`src/rtl/day1_mux2.sv`:
```
// 2:1 data-path multiplexer with a zero-latency output, a registered copy of the
// selected data and a saturating count of sampled select changes.
module day1_mux2 #(
    parameter int unsigned WIDTH = 8,
    parameter int unsigned CNT_W = 16
) (
    input  logic             clk_i,
    input  logic             rst_i,
    input  logic [WIDTH-1:0] a_i,
    input  logic [WIDTH-1:0] b_i,
    input  logic             sel_i,
    output logic [WIDTH-1:0] y_o,
    output logic [WIDTH-1:0] y_q_o,
    output logic [CNT_W-1:0] sel_chg_cnt_o
);

    logic [WIDTH-1:0] w_y;
    logic             w_sel_chg;
    logic             w_cnt_sat;

    logic [WIDTH-1:0] r_y_q;
    logic             r_sel_q;
    logic [CNT_W-1:0] r_sel_chg_cnt;

    // Zero-latency select; valid during reset and before the first edge.
    assign w_y       = sel_i ? a_i : b_i;
    assign w_sel_chg = (sel_i != r_sel_q);
    assign w_cnt_sat = (r_sel_chg_cnt == {CNT_W{1'b1}});

    // Registered copy of the mux result and select-change tracking.
    always_ff @(posedge clk_i) begin
        if (rst_i) begin
            r_y_q         <= '0;
            r_sel_q       <= 1'b0;
            r_sel_chg_cnt <= '0;
        end else begin
            r_y_q   <= w_y;
            r_sel_q <= sel_i;
            if (w_sel_chg && !w_cnt_sat) begin
                r_sel_chg_cnt <= r_sel_chg_cnt + CNT_W'(1);
            end
        end
    end

    assign y_o           = w_y;
    assign y_q_o         = r_y_q;
    assign sel_chg_cnt_o = r_sel_chg_cnt;

endmodule

```
`config.mk`:
```
export PLATFORM = sky130hd
export DESIGN_NAME = day1_mux2
export DESIGN_NICKNAME = d
export VERILOG_FILES = /design/src/rtl/day1_mux2.sv
export SDC_FILE = /design/constraint.sdc
export NUM_CORES = 1
export LEC_CHECK = 0
export BUFFER_PORTS_ARGS = -buffer_cell sky130_fd_sc_hd__buf_2
export CELL_PAD_IN_SITES_DETAIL_PLACEMENT = 1
export CELL_PAD_IN_SITES_GLOBAL_PLACEMENT = 1
export CORE_MARGIN = 5
export CORE_UTILIZATION = 37
export CTS_CLUSTER_SIZE = 12
export DETAILED_ROUTE_END_ITERATION = 8
export PLACE_DENSITY_LB_ADDON = 0.1
export SYNTH_ARGS = -nofsm -noshare
export SYNTH_HDL_FRONTEND = slang
export SYNTH_SLANG_ARGS = --single-unit
```
`constraint.sdc`:
```
create_clock -name clk_i -period 2.61 [get_ports clk_i]
set_input_delay 0.3915 -clock clk_i [delete_from_list [all_inputs] [get_ports clk_i]]
set_output_delay 0.3915 -clock clk_i [all_outputs]
set_load 0.01 [all_outputs]
```
==> metrics.md, run 1 <==
| Metric | Value |
|---|---|
| Status | `finished, final reports clean` |
| Chip Height | `68.1 um` |
| Initial antenna violation count | `0` |
| Dpl hpwl | `2750 um` |
| Setup slack at placement | `0.465 ns` |
| Io pins | `51` |
| Area growth from synthesis to layout | `25.2%` |
| Max Used Layer | `met4` |
| Most common cell after layout, fill and taps aside | `buf_2` |
| Mapped Cells | `136` |
| Synth Warn # | `0` |
| Clock sinks | `25` |
| FF-to-FF path depth | `4` |
| Max-slew violation count | `0` |
| Fmax | `510 MHz` |
| Crit Path Class | `reg -> reg` |
| Hold Crit Start | `b_i[1]` |
| # rows | `21` |
| Fill cells | `approximately 440` |
| Vias per cell | `5.48` |
| Final critical-path required period | `1.96 ns` |
| Crit path DAT | `2.22 ns` |
| Wire per inst | `15.4 um` |
| Synth area leader | `dfxtp_1` |
| Routed wire length | `3560 um` |
| Peak VDD IR | `~0.20 mV` |
| Die area | `0.00463 sq mm` |
| H-tree lvl count | `1` |
| Antenna-violating nets left | `0` |
| Met3 WL post-DR | `between 150 and 200 um` |
| Post-CTS Repair Setup Buffers | `0` |
| Hold Worst Slack | `between 0.4 and 0.5 ns` |
| Vias in the first global route | `1306` |
| First-pass GRT wire length | `6000 um` |
| Leakage power | `about 0.63 nW` |
| Unrepaired setup endpoints after global routing | `false` |
| Mean post-synth cell area | `just over 9 sq um` |
| Die Wd | `68.1 um` |
| Layout cells sized above 1 | `37.3%` |
| Max_cap viols | `0` |
| Setup violators final | `0` |
| EDFF count, synth | `0` |
| Hold_buf cts | `0` |
| Root Buffer | `clkbuf_4` |
| Hold Path Depth | `3` |
| Wl on met1 | `1580 um` |
| Distinct cells, synth | `40` |
| DRC | `0` |
| Worst Hold Class | `in -> reg` |
| Hold Fails Final Rpt | `0` |
| Congestion Overflow GR | `0` |
| Sequential cell area fraction in the yosys report | `40.1%` |
| Synthesized area | `0.00125 sq mm` |
| CTS tree | `done` |
| Post-cts gate resize count | `0` |
| Area contributors post-synth | `dfxtp_1 (40%), mux2_2 (9.0%), and2_1 (4.0%)` |
| Clock buffer depth | `2` |
| CTS clk-pin slew, worst paths | `0.14 ns` |
| GRT Total Usage | `17.1%` |
| Most frequent cells in the layout | `buf_2 (50), dfxtp_1 (25), mux2_2 (10)` |
| Post-synth ARST share | `0%` |
| Cell Pwr Density | `483 mW/mm^2` |
| CP startpoint | `sel_chg_cnt_o[0]$_SDFFE_PP0P_` |
| Worst setup SP type | `flop` |
| Initial Utilization | `37.7%` |
| RePlAce Congestion | `0.791` |
| DR iter-0 viols | `58` |
| Endpoint class of the critical path | `flop` |
| Worst R2R Start | `sel_chg_cnt_o[0]$_SDFFE_PP0P_` |
| Sum Neg Setup Slack | `0 ns` |
| R2R Setup Slk | `between 0.6 and 0.7 ns` |
| Critical Path Fanout Max | `8` |
| Period utilisation layout | `75.1%` |
| Largest net degree at the start of global routing | `21` |
| Clk_skew | `0.00601 ns` |
| FF+latch count, synth | `25` |
| Routed wl met2 | `1750 um` |
| Cts bufs inserted | `3` |
| Port bufs | `50` |
| Antenna Cells | `0` |
| Clk_lat worst skew | `0.32 ns` |
| Post-synth top area share | `between 40% and 50%` |
| Pre-antenna DRT Iters | `4` |
| Final nets | `206` |
| Mapped Nets | `about 160` |
| Most used DFF post-synth | `dfxtp_1` |
| Final setup margin | `0.651 ns` |
| CP required | `2.87 ns` |
| Slew HR | `a little under three fifths` |
| Via count | `1265` |
| Slew @ Worst Pin | `between 0.6 and 0.7 ns` |
| Placeable Area | `0.00331 sq mm` |
-- per-layer routing --
metal  vias up  track usage [%]
li1        619                -
met1       607             20.5
met2        34             30.2
met3         5             3.28
met4         0             5.96
met5         -                0
-- critical path, stage by stage (launching register included) --
cell and delay [ns]:
dfxtp_1 0.51, ha_1 0.38, nor4b_1 0.46, or3b_1 0.39, a21oi_1 0.16
-- synth_stat cells (2+ instances only) --
cell type  count
a31oi_1        3
o31ai_1        2
nand4_1        5
inv_1          3
or4_1          5
nand3_1        8
o211ai_1       2
mux2_2        10
o41ai_1        3
a211oi_1       4
dfxtp_1       25
nor2_1         6
and2_1         8
a21oi_1        7
nor3_1         5
nand2_1        9
nor2b_1        4
nor4_1         2
clkbuf_1       4
-- metrics by stage --
step | util (%) | total power (W) | instances | area, sq um
6_report | 47.2 | 0.000755 | 231 | 1560
5_1_grt | 47.2 | 0.000799 | 231 | 1560
2_1_floorplan | - | 0.000523 | 136 | 1250
3_3_place_gp | 46.4 | 0.000582 | 227 | 1540
3_5_place_dp | 46.4 | 0.000588 | 227 | 1540
4_1_cts | 47.2 | 0.000765 | 231 | 1560
-- worst paths after layout --
kind / to
hold reg to reg: sel_chg_cnt_o[13]$_SDFFE_PP0P_
setup / recovery: sel_chg_cnt_o[10]$_SDFFE_PP0P_
setup reg to reg: sel_chg_cnt_o[10]$_SDFFE_PP0P_
hold / removal: y_q_o[1]$_SDFF_PP0_
-- power breakdown --
| part | internal (W) | total [W] | switching [W] |
|---|---|---|---|
| clock network | 0.0000599 | 0.000178 | 0.000118 |
| registers | 0.000403 | 0.000429 | 0.0000266 |
| logic | 0.0000676 | 0.000148 | 0.0000800 |
-- layout make-up --
type / count / area [sq um] / area share, %
inverters: 3 / 11.3 / 0.721
multi-input cells: 102 / 708 / 45.4
clock buffers: 4 / 26.3 / 1.68
flip-flops and latches: 25 / 500 / 32.1
well taps: 46 / 57.6 / 3.69
repair buffers: 51 / 258 / 16.5
-- registers in the layout, summed over array words and instances, names as in the netlist --
| name | flops |
|---|---|
| r_sel_q | 1 |
| sel_chg_cnt_o | 16 |
| y_q_o | 8 |
-- cell families (layout without fill, tap and decap cells) --
| logic type | count (synthesis) | in the layout | share of synthesized area [%] |
|---|---|---|---|
| buffers and inverters | 9 | 58 | 3.11 |
| DFF | 25 | 25 | 40.1 |
| and+or+nand+nor | 61 | 61 | 28.5 |
| xor gates and xnor gates | 2 | 2 | 2.01 |
| muxes | 11 | 11 | 9.83 |
| adders and majority gates | 1 | 1 | 1.00 |
| AOI/OAI and AO/OA | 27 | 27 | 15.4 |
No activity file was read; power rests on OpenSTA's default activity.
==> inputs of run 2 (changes only) <==
--- a/config.mk
+++ b/config.mk
@@ -9,7 +9,7 @@
 export CELL_PAD_IN_SITES_DETAIL_PLACEMENT = 1
 export CELL_PAD_IN_SITES_GLOBAL_PLACEMENT = 1
 export CORE_MARGIN = 5
-export CORE_UTILIZATION = 37
+export CORE_UTILIZATION = 31
 export CTS_CLUSTER_SIZE = 12
 export DETAILED_ROUTE_END_ITERATION = 8
 export PLACE_DENSITY_LB_ADDON = 0.1
==> constraint.sdc (replaced) <==
create_clock -name clk_i -period 1.6 [get_ports clk_i]
set_input_delay 0.24 -clock clk_i [delete_from_list [all_inputs] [get_ports clk_i]]
set_output_delay 0.24 -clock clk_i [all_outputs]
set_load 0.01 [all_outputs]
==> run 2 against run 1 <==
Worst setup slack got worse by 0.61 ns. Highest routed layer unchanged. Largest cell class unchanged. Sequential share of layout area fell by 5.0 points. Design area rose by 25%.
==> metrics.md, run 2 (synthesized netlist as in run 1, its figures left out) <==
| Metric | Value |
|---|---|
| Hold_buf cts | `0 (unchanged)` |
| Fmax | `642 MHz (+26%)` |
| Status | `finished, final reports clean` |
| Max FFs per register | `16 (unchanged)` |
| Chip Height | `73.4 um (+7.9%)` |
| Worst path slowest cell | `or4_1` |
| GRT Total Usage | `16.7% (-0.43 points)` |
| Placeable Area | `0.00394 sq mm (+19%)` |
| Routed wire length | `4410 um (+24%)` |
| Via count | `1413 (+12%)` |
| DR iter-0 viols | `34 (-41%)` |
| Antenna-violating nets left | `0 (unchanged)` |
| # rows | `23 (+9.5%)` |
| Peak VDD IR | `0.360 mV (+80%)` |
| Max_cap viols | `0 (unchanged)` |
| Clk_lat worst skew | `0.28 ns (-0.04 ns)` |
| Pre-antenna DRT Iters | `4 (unchanged)` |
| Worst Path Buf+Inv | `0 (unchanged)` |
| Clock sinks | `25 (unchanged)` |
| CP peak stage delay | `0.51 ns (about the same)` |
| Worst setup SP type | `flop` |
| Max-slew violation count | `0 (unchanged)` |
| Endpoint class of the critical path | `flop` |
| Slew HR | `72.6% (+16 points)` |
| Layout cells sized above 1 | `56.2% (+19 points)` |
| Vias in the first global route | `1470 (+13%)` |
| Worst Hold Class | `in -> reg` |
| Design Area, Final | `0.00195 sq mm (+25%)` |
| CTS tree | `done` |
| Critical Path Fanout Max | `8 (unchanged)` |
| Period utilisation layout | `97.4% (+22 points)` |
| R2R Setup Slk | `0.04 ns (-0.61 ns)` |
| Most common cell after layout, fill and taps aside | `buf_2` |
| CP top delay family | `simple AND/OR/NAND/NOR gates` |
| Crit Path Class | `reg -> reg` |
| H-tree lvl count | `1 (unchanged)` |
| Fill cells | `473 (+8.0%)` |
| DRC | `0 (unchanged)` |
| Io pins | `51 (unchanged)` |
| Placed instance area | `0.00182 sq mm (+18%)` |
| Wire per inst | `16.4 um (+6.3%)` |
| Initial antenna violation count | `0 (unchanged)` |
| Setup slack at placement | `-0.0908 ns (-0.556 ns)` |
| Antenna Cells | `0 (unchanged)` |
| Sum Neg Setup Slack | `0 ns (unchanged)` |
| Hold Worst Slack | `0.302 ns (-0.106 ns)` |
| Port bufs | `50 (unchanged)` |
| Die Wd | `73.4 um (+7.9%)` |
| Leakage power | `0.849 nW (+34%)` |
| Clock buffer depth | `2 (unchanged)` |
| Final critical-path required period | `1.56 ns (-0.400 ns)` |
| Final setup margin | `0.0412 ns (-0.610 ns)` |
| Unrepaired setup endpoints after global routing | `true` |
| Vias per cell | `5.25 (-4.1%)` |
| First-pass GRT wire length | `6980 um (+16%)` |
| Hold Fails Final Rpt | `0 (unchanged)` |
| Initial Utilization | `31.6% (-6.0 points)` |
| Crit path DAT | `1.76 ns (-0.46 ns)` |
| Cts bufs inserted | `3 (unchanged)` |
| Root Buffer | `clkbuf_8` |
| Clk_skew | `0.00499 ns (-0.00102 ns)` |
| Slew @ Worst Pin | `0.408 ns (-0.232 ns)` |
| RePlAce Congestion | `0.928 (+17%)` |
| CTS clk-pin slew, worst paths | `0.09 ns (-0.05 ns)` |
| Die area | `0.00539 sq mm (+16%)` |
| Crit-path cells | `xor2_4 -> nand3_4 -> or4_1 -> a21oi_1` |
| Setup violators final | `0 (unchanged)` |
| Area growth from synthesis to layout | `56.4%` |
| Largest net degree at the start of global routing | `14 (-33%)` |
| Most frequent cells in the layout | `buf_2 (50), buf_4 (34), dfxtp_1 (13)` |
| Congestion Overflow GR | `0 (unchanged)` |
| Final nets | `240 (+17%)` |
| Cell Pwr Density | `743 mW/mm^2 (+54%)` |
| Dpl hpwl | `3450 um (+25%)` |
| CP required | `1.81 ns (-1.06 ns)` |
## run 2: changes by cell type in the layout (fill, tap and decap cells not counted), moves of 2 or more
cell,change
clkbuf_8,+3
nand2_1,-2
buf_4,+33
clkbuf_4,-3
dfxtp_2,+7
dfxtp_1,-12
dfxtp_4,+5
nand2_2,+2
## run 2: final timing paths
check,to,depth (start not counted),from
worst min-delay path,r_sel_q$_SDFF_PP0_,2,rst_i
worst max-delay path,sel_chg_cnt_o[13]$_SDFFE_PP0P_,4,r_sel_q$_SDFF_PP0_
worst min register to register,sel_chg_cnt_o[10]$_SDFFE_PP0P_,2,sel_chg_cnt_o[10]$_SDFFE_PP0P_
worst max register to register,sel_chg_cnt_o[13]$_SDFFE_PP0P_,4,r_sel_q$_SDFF_PP0_
## run 2: where the power goes
group          switching, W  internal [W]  total (W)
Combinational      0.000201      0.000176   0.000377
Sequential        0.0000220      0.000657   0.000678
Clock              0.000215      0.000179   0.000394
## run 2: worst register-to-register path, stage by stage, from the launching register on
cell and delay [ns]:
dfxtp_2 0.39, xor2_4 0.28, nand3_4 0.15, or4_1 0.51, a21oi_1 0.16
## run 2: cell type report
type / count / area, sq um / share of cell area, %
Clock buffer: 4 / 45.0 / 2.31
Timing Repair Buffer: 84 / 505 / 25.9
Inverter: 3 / 11.3 / 0.577
Multi-Input combinational cell: 103 / 798 / 40.9
Sequential cell: 25 / 528 / 27.1
Tap cell: 50 / 62.6 / 3.21
## run 2: what timing repair did
action / 4_1_cts / 5_1_grt
gates cloned: 0 / 1
buffers inserted: 0 / 1
resized for setup: 6 / 9
endpoints found under the setup margin: 10 / 9
pin swaps: 0 / 4
## run 2: through the flow
step	utilization, %	total power, W	std cells
floorplan	-	0.000855	136
global placement	46.1	0.00102	263
detailed placement	46.1	0.00103	263
CTS	48.0	0.00144	267
global route	49.5	0.00151	269
finish	49.5	0.00145	269
## run 2: metal layers
| layer | routed length [um] | GRT usage (%) |
|---|---|---|
| met5 | 0 | 0 |
| met4 | 51 | 5.03 |
| met3 | 264 | 4.10 |
| met2 | 2200 | 28.9 |
| met1 | 1900 | 20.3 |
==> inputs of run 3 (changes only) <==
==> config.mk (replaced) <==
export PLATFORM = sky130hd
export DESIGN_NAME = day1_mux2
export DESIGN_NICKNAME = d
export VERILOG_FILES = /design/src/rtl/day1_mux2.sv
export SDC_FILE = /design/constraint.sdc
export NUM_CORES = 1
export LEC_CHECK = 0
export BUFFER_PORTS_ARGS = -buffer_cell sky130_fd_sc_hd__buf_2
export CORE_MARGIN = 5
export CORE_UTILIZATION = 42
export CTS_CLUSTER_SIZE = 12
export DETAILED_ROUTE_END_ITERATION = 8
export PLACE_DENSITY = 0.74
export SYNTH_ARGS = -nofsm -noshare
export SYNTH_HDL_FRONTEND = slang
export SYNTH_SLANG_ARGS = --single-unit
==> run 3 against run 2 <==
Flip-flop and latch count stayed put. Routed wire length is 13% lower. Register-to-register slack worse by 0.04 ns. Power is 7.1% lower. Critical path depth is 1 higher. Die area is 23% lower. Critical endpoint is now sel_chg_cnt_o[1]$_SDFFE_PP0P_. Largest power group unchanged.
==> metrics.md, run 3 (synthesized netlist as in run 1, its figures left out) <==
| Metric | Value |
|---|---|
| Max FFs per register | `16 (unchanged)` |
| Crit Path Class | `reg -> reg` |
| DR iter-0 viols | `74 (+120%)` |
| Layout cells sized above 1 | `56.3% (+0.14 points)` |
| GRT Total Usage | `18.5% (+1.8 points)` |
| # rows | `19 (-17%)` |
| Die area | `0.00416 sq mm (-23%)` |
| Cell Pwr Density | `698 mW/mm^2 (-6.1%)` |
| Final nets | `243 (+1.3%)` |
| Slew @ Worst Pin | `0.377 ns (-0.0309 ns)` |
| Hold_buf cts | `0 (unchanged)` |
| Final Total Pwr | `0.00135 W (-7.1%)` |
| Initial antenna violation count | `0 (unchanged)` |
| Hold Path Depth | `3 (+1)` |
| Status | `finished, final reports clean` |
| Antenna Cells | `0 (unchanged)` |
| Chip Height | `64.5 um (-12%)` |
| Dpl hpwl | `2940 um (-15%)` |
| Unrepaired setup endpoints after global routing | `true` |
| Root Buffer | `clkbuf_4` |
| Routed wire length | `3850 um (-13%)` |
| Sum Neg Setup Slack | `0 ns (unchanged)` |
| Die Wd | `64.5 um (-12%)` |
| Core Util, Final | `68.8% (+19 points)` |
| Peak VDD IR | `0.564 mV (+57%)` |
| Setup violators final | `0 (unchanged)` |
| Fill cells | `225 (-52%)` |
| Largest net degree at the start of global routing | `21 (+7)` |
| Endpoint class of the critical path | `flop` |
| Clk_skew | `0.00605 ns (+0.00106 ns)` |
| Critical Path Fanout Max | `5 (-3)` |
| CTS clk-pin slew, worst paths | `0.14 ns (+0.05 ns)` |
| Placeable Area | `0.00281 sq mm (-29%)` |
| Design Area, Final | `0.00193 sq mm (-1.1%)` |
| Congestion Overflow GR | `0 (unchanged)` |
| Io pins | `51 (unchanged)` |
| Initial Utilization | `44.5% (+13 points)` |
| Final critical-path required period | `1.59 ns (+0.0362 ns)` |
| RePlAce Congestion | `0.855 (-7.9%)` |
| CP required | `1.82 ns (about the same)` |
| H-tree lvl count | `1 (unchanged)` |
| Wire per inst | `15.2 um (-7.3%)` |
| Leakage power | `0.856 nW (+0.85%)` |
| Max-slew violation count | `0 (unchanged)` |
| Clk_lat worst skew | `0.32 ns (+0.04 ns)` |
| Most common cell after layout, fill and taps aside | `buf_2` |
| Area growth from synthesis to layout | `54.7%` |
| Hold Fails Final Rpt | `0 (unchanged)` |
| Worst setup SP type | `flop` |
| CTS tree | `done` |
| Vias per cell | `5.58 (+6.2%)` |
| Clock buffer depth | `2 (unchanged)` |
| Most frequent cells in the layout | `buf_2 (50), buf_4 (37), dfxtp_1 (14)` |
| Via count | `1412 (-0.071%)` |
| Slew HR | `74.7% (+2.1 points)` |
| Cts bufs inserted | `3 (unchanged)` |
| Placed instance area | `0.00180 sq mm (-0.90%)` |
| Fmax | `627 MHz (-2.3%)` |
| Clock sinks | `25 (unchanged)` |
| Port bufs | `50 (unchanged)` |
| First-pass GRT wire length | `6290 um (-9.8%)` |
| Vias in the first global route | `1493 (+1.6%)` |
| Worst Hold Class | `in -> reg` |
| Antenna-violating nets left | `0 (unchanged)` |
| Period utilisation layout | `99.7% (+2.3 points)` |
| DRC | `0 (unchanged)` |
| Crit path DAT | `1.81 ns (+0.05 ns)` |
| FF-to-FF path depth | `5 (+1)` |
| Max_cap viols | `0 (unchanged)` |
| Pre-antenna DRT Iters | `4 (unchanged)` |
## run 3: report_power, final
group / leakage, nW / total (W) / internal [W] / switching, W
clock network: 0.0150 / 0.000290 / 0.0000975 / 0.000193
logic: 0.629 / 0.000387 / 0.000192 / 0.000195
registers: 0.212 / 0.000669 / 0.000652 / 0.0000167
total: 0.856 / 0.00135 / 0.000942 / 0.000404
## run 3: final timing paths
check	startpoint	to	slack [ns]
setup / recovery	sel_chg_cnt_o[5]$_SDFFE_PP0P_	sel_chg_cnt_o[1]$_SDFFE_PP0P_	0.005
hold / removal	b_i[5]	y_q_o[5]$_SDFF_PP0_	0.26
setup reg to reg	sel_chg_cnt_o[5]$_SDFFE_PP0P_	sel_chg_cnt_o[1]$_SDFFE_PP0P_	0.005
hold reg to reg	sel_chg_cnt_o[10]$_SDFFE_PP0P_	sel_chg_cnt_o[10]$_SDFFE_PP0P_	0.51
## run 3: per-layer routing
metal / GRT usage [%] / part of all wire [%] / vias to the layer above
met5: 0 / 0 / -
met4: 5.54 / 0.88 / 0
met3: 5.01 / 7.3 / 4
met2: 32.0 / 50 / 59
met1: 22.4 / 42 / 658
li1: - / - / 691
## run 3: layout make-up
class	count	area, sq um	share of cell area (%)
Inverter	3	11.3	0.584
Sequential cell	25	534	27.7
Tap cell	31	38.8	2.01
Multi-Input combinational cell	102	779	40.4
Timing Repair Buffer	88	539	28.0
Clock buffer	4	26.3	1.36
## run 3: worst max-delay path, cell delays in order, from the launching register on
cell and delay, ns:
dfxtp_2 0.37, nand4_2 0.11, buf_4 0.17, nor2_1 0.32, o21ai_0 0.19, a311o_1 0.35
## run 3: what timing repair did
action / in CTS / in global routing
gates resized for setup: 2 / 13
setup buffers: 3 / 1
pin swaps: 4 / 7
setup endpoints to repair: 6 / 12
## run 3: metrics by stage
| stage | hold slack [ns] | std cells | setup WS [ns] |
|---|---|---|---|
| after floorplan | 0.471 | 136 | 0.00336 |
| after global placement | 0.471 | 245 | -0.0346 |
| after detailed placement | 0.497 | 245 | -0.105 |
| after CTS | 0.258 | 252 | -0.00205 |
| after global routing | 0.257 | 253 | -0.0692 |
| final | 0.258 | 253 | 0.00503 |
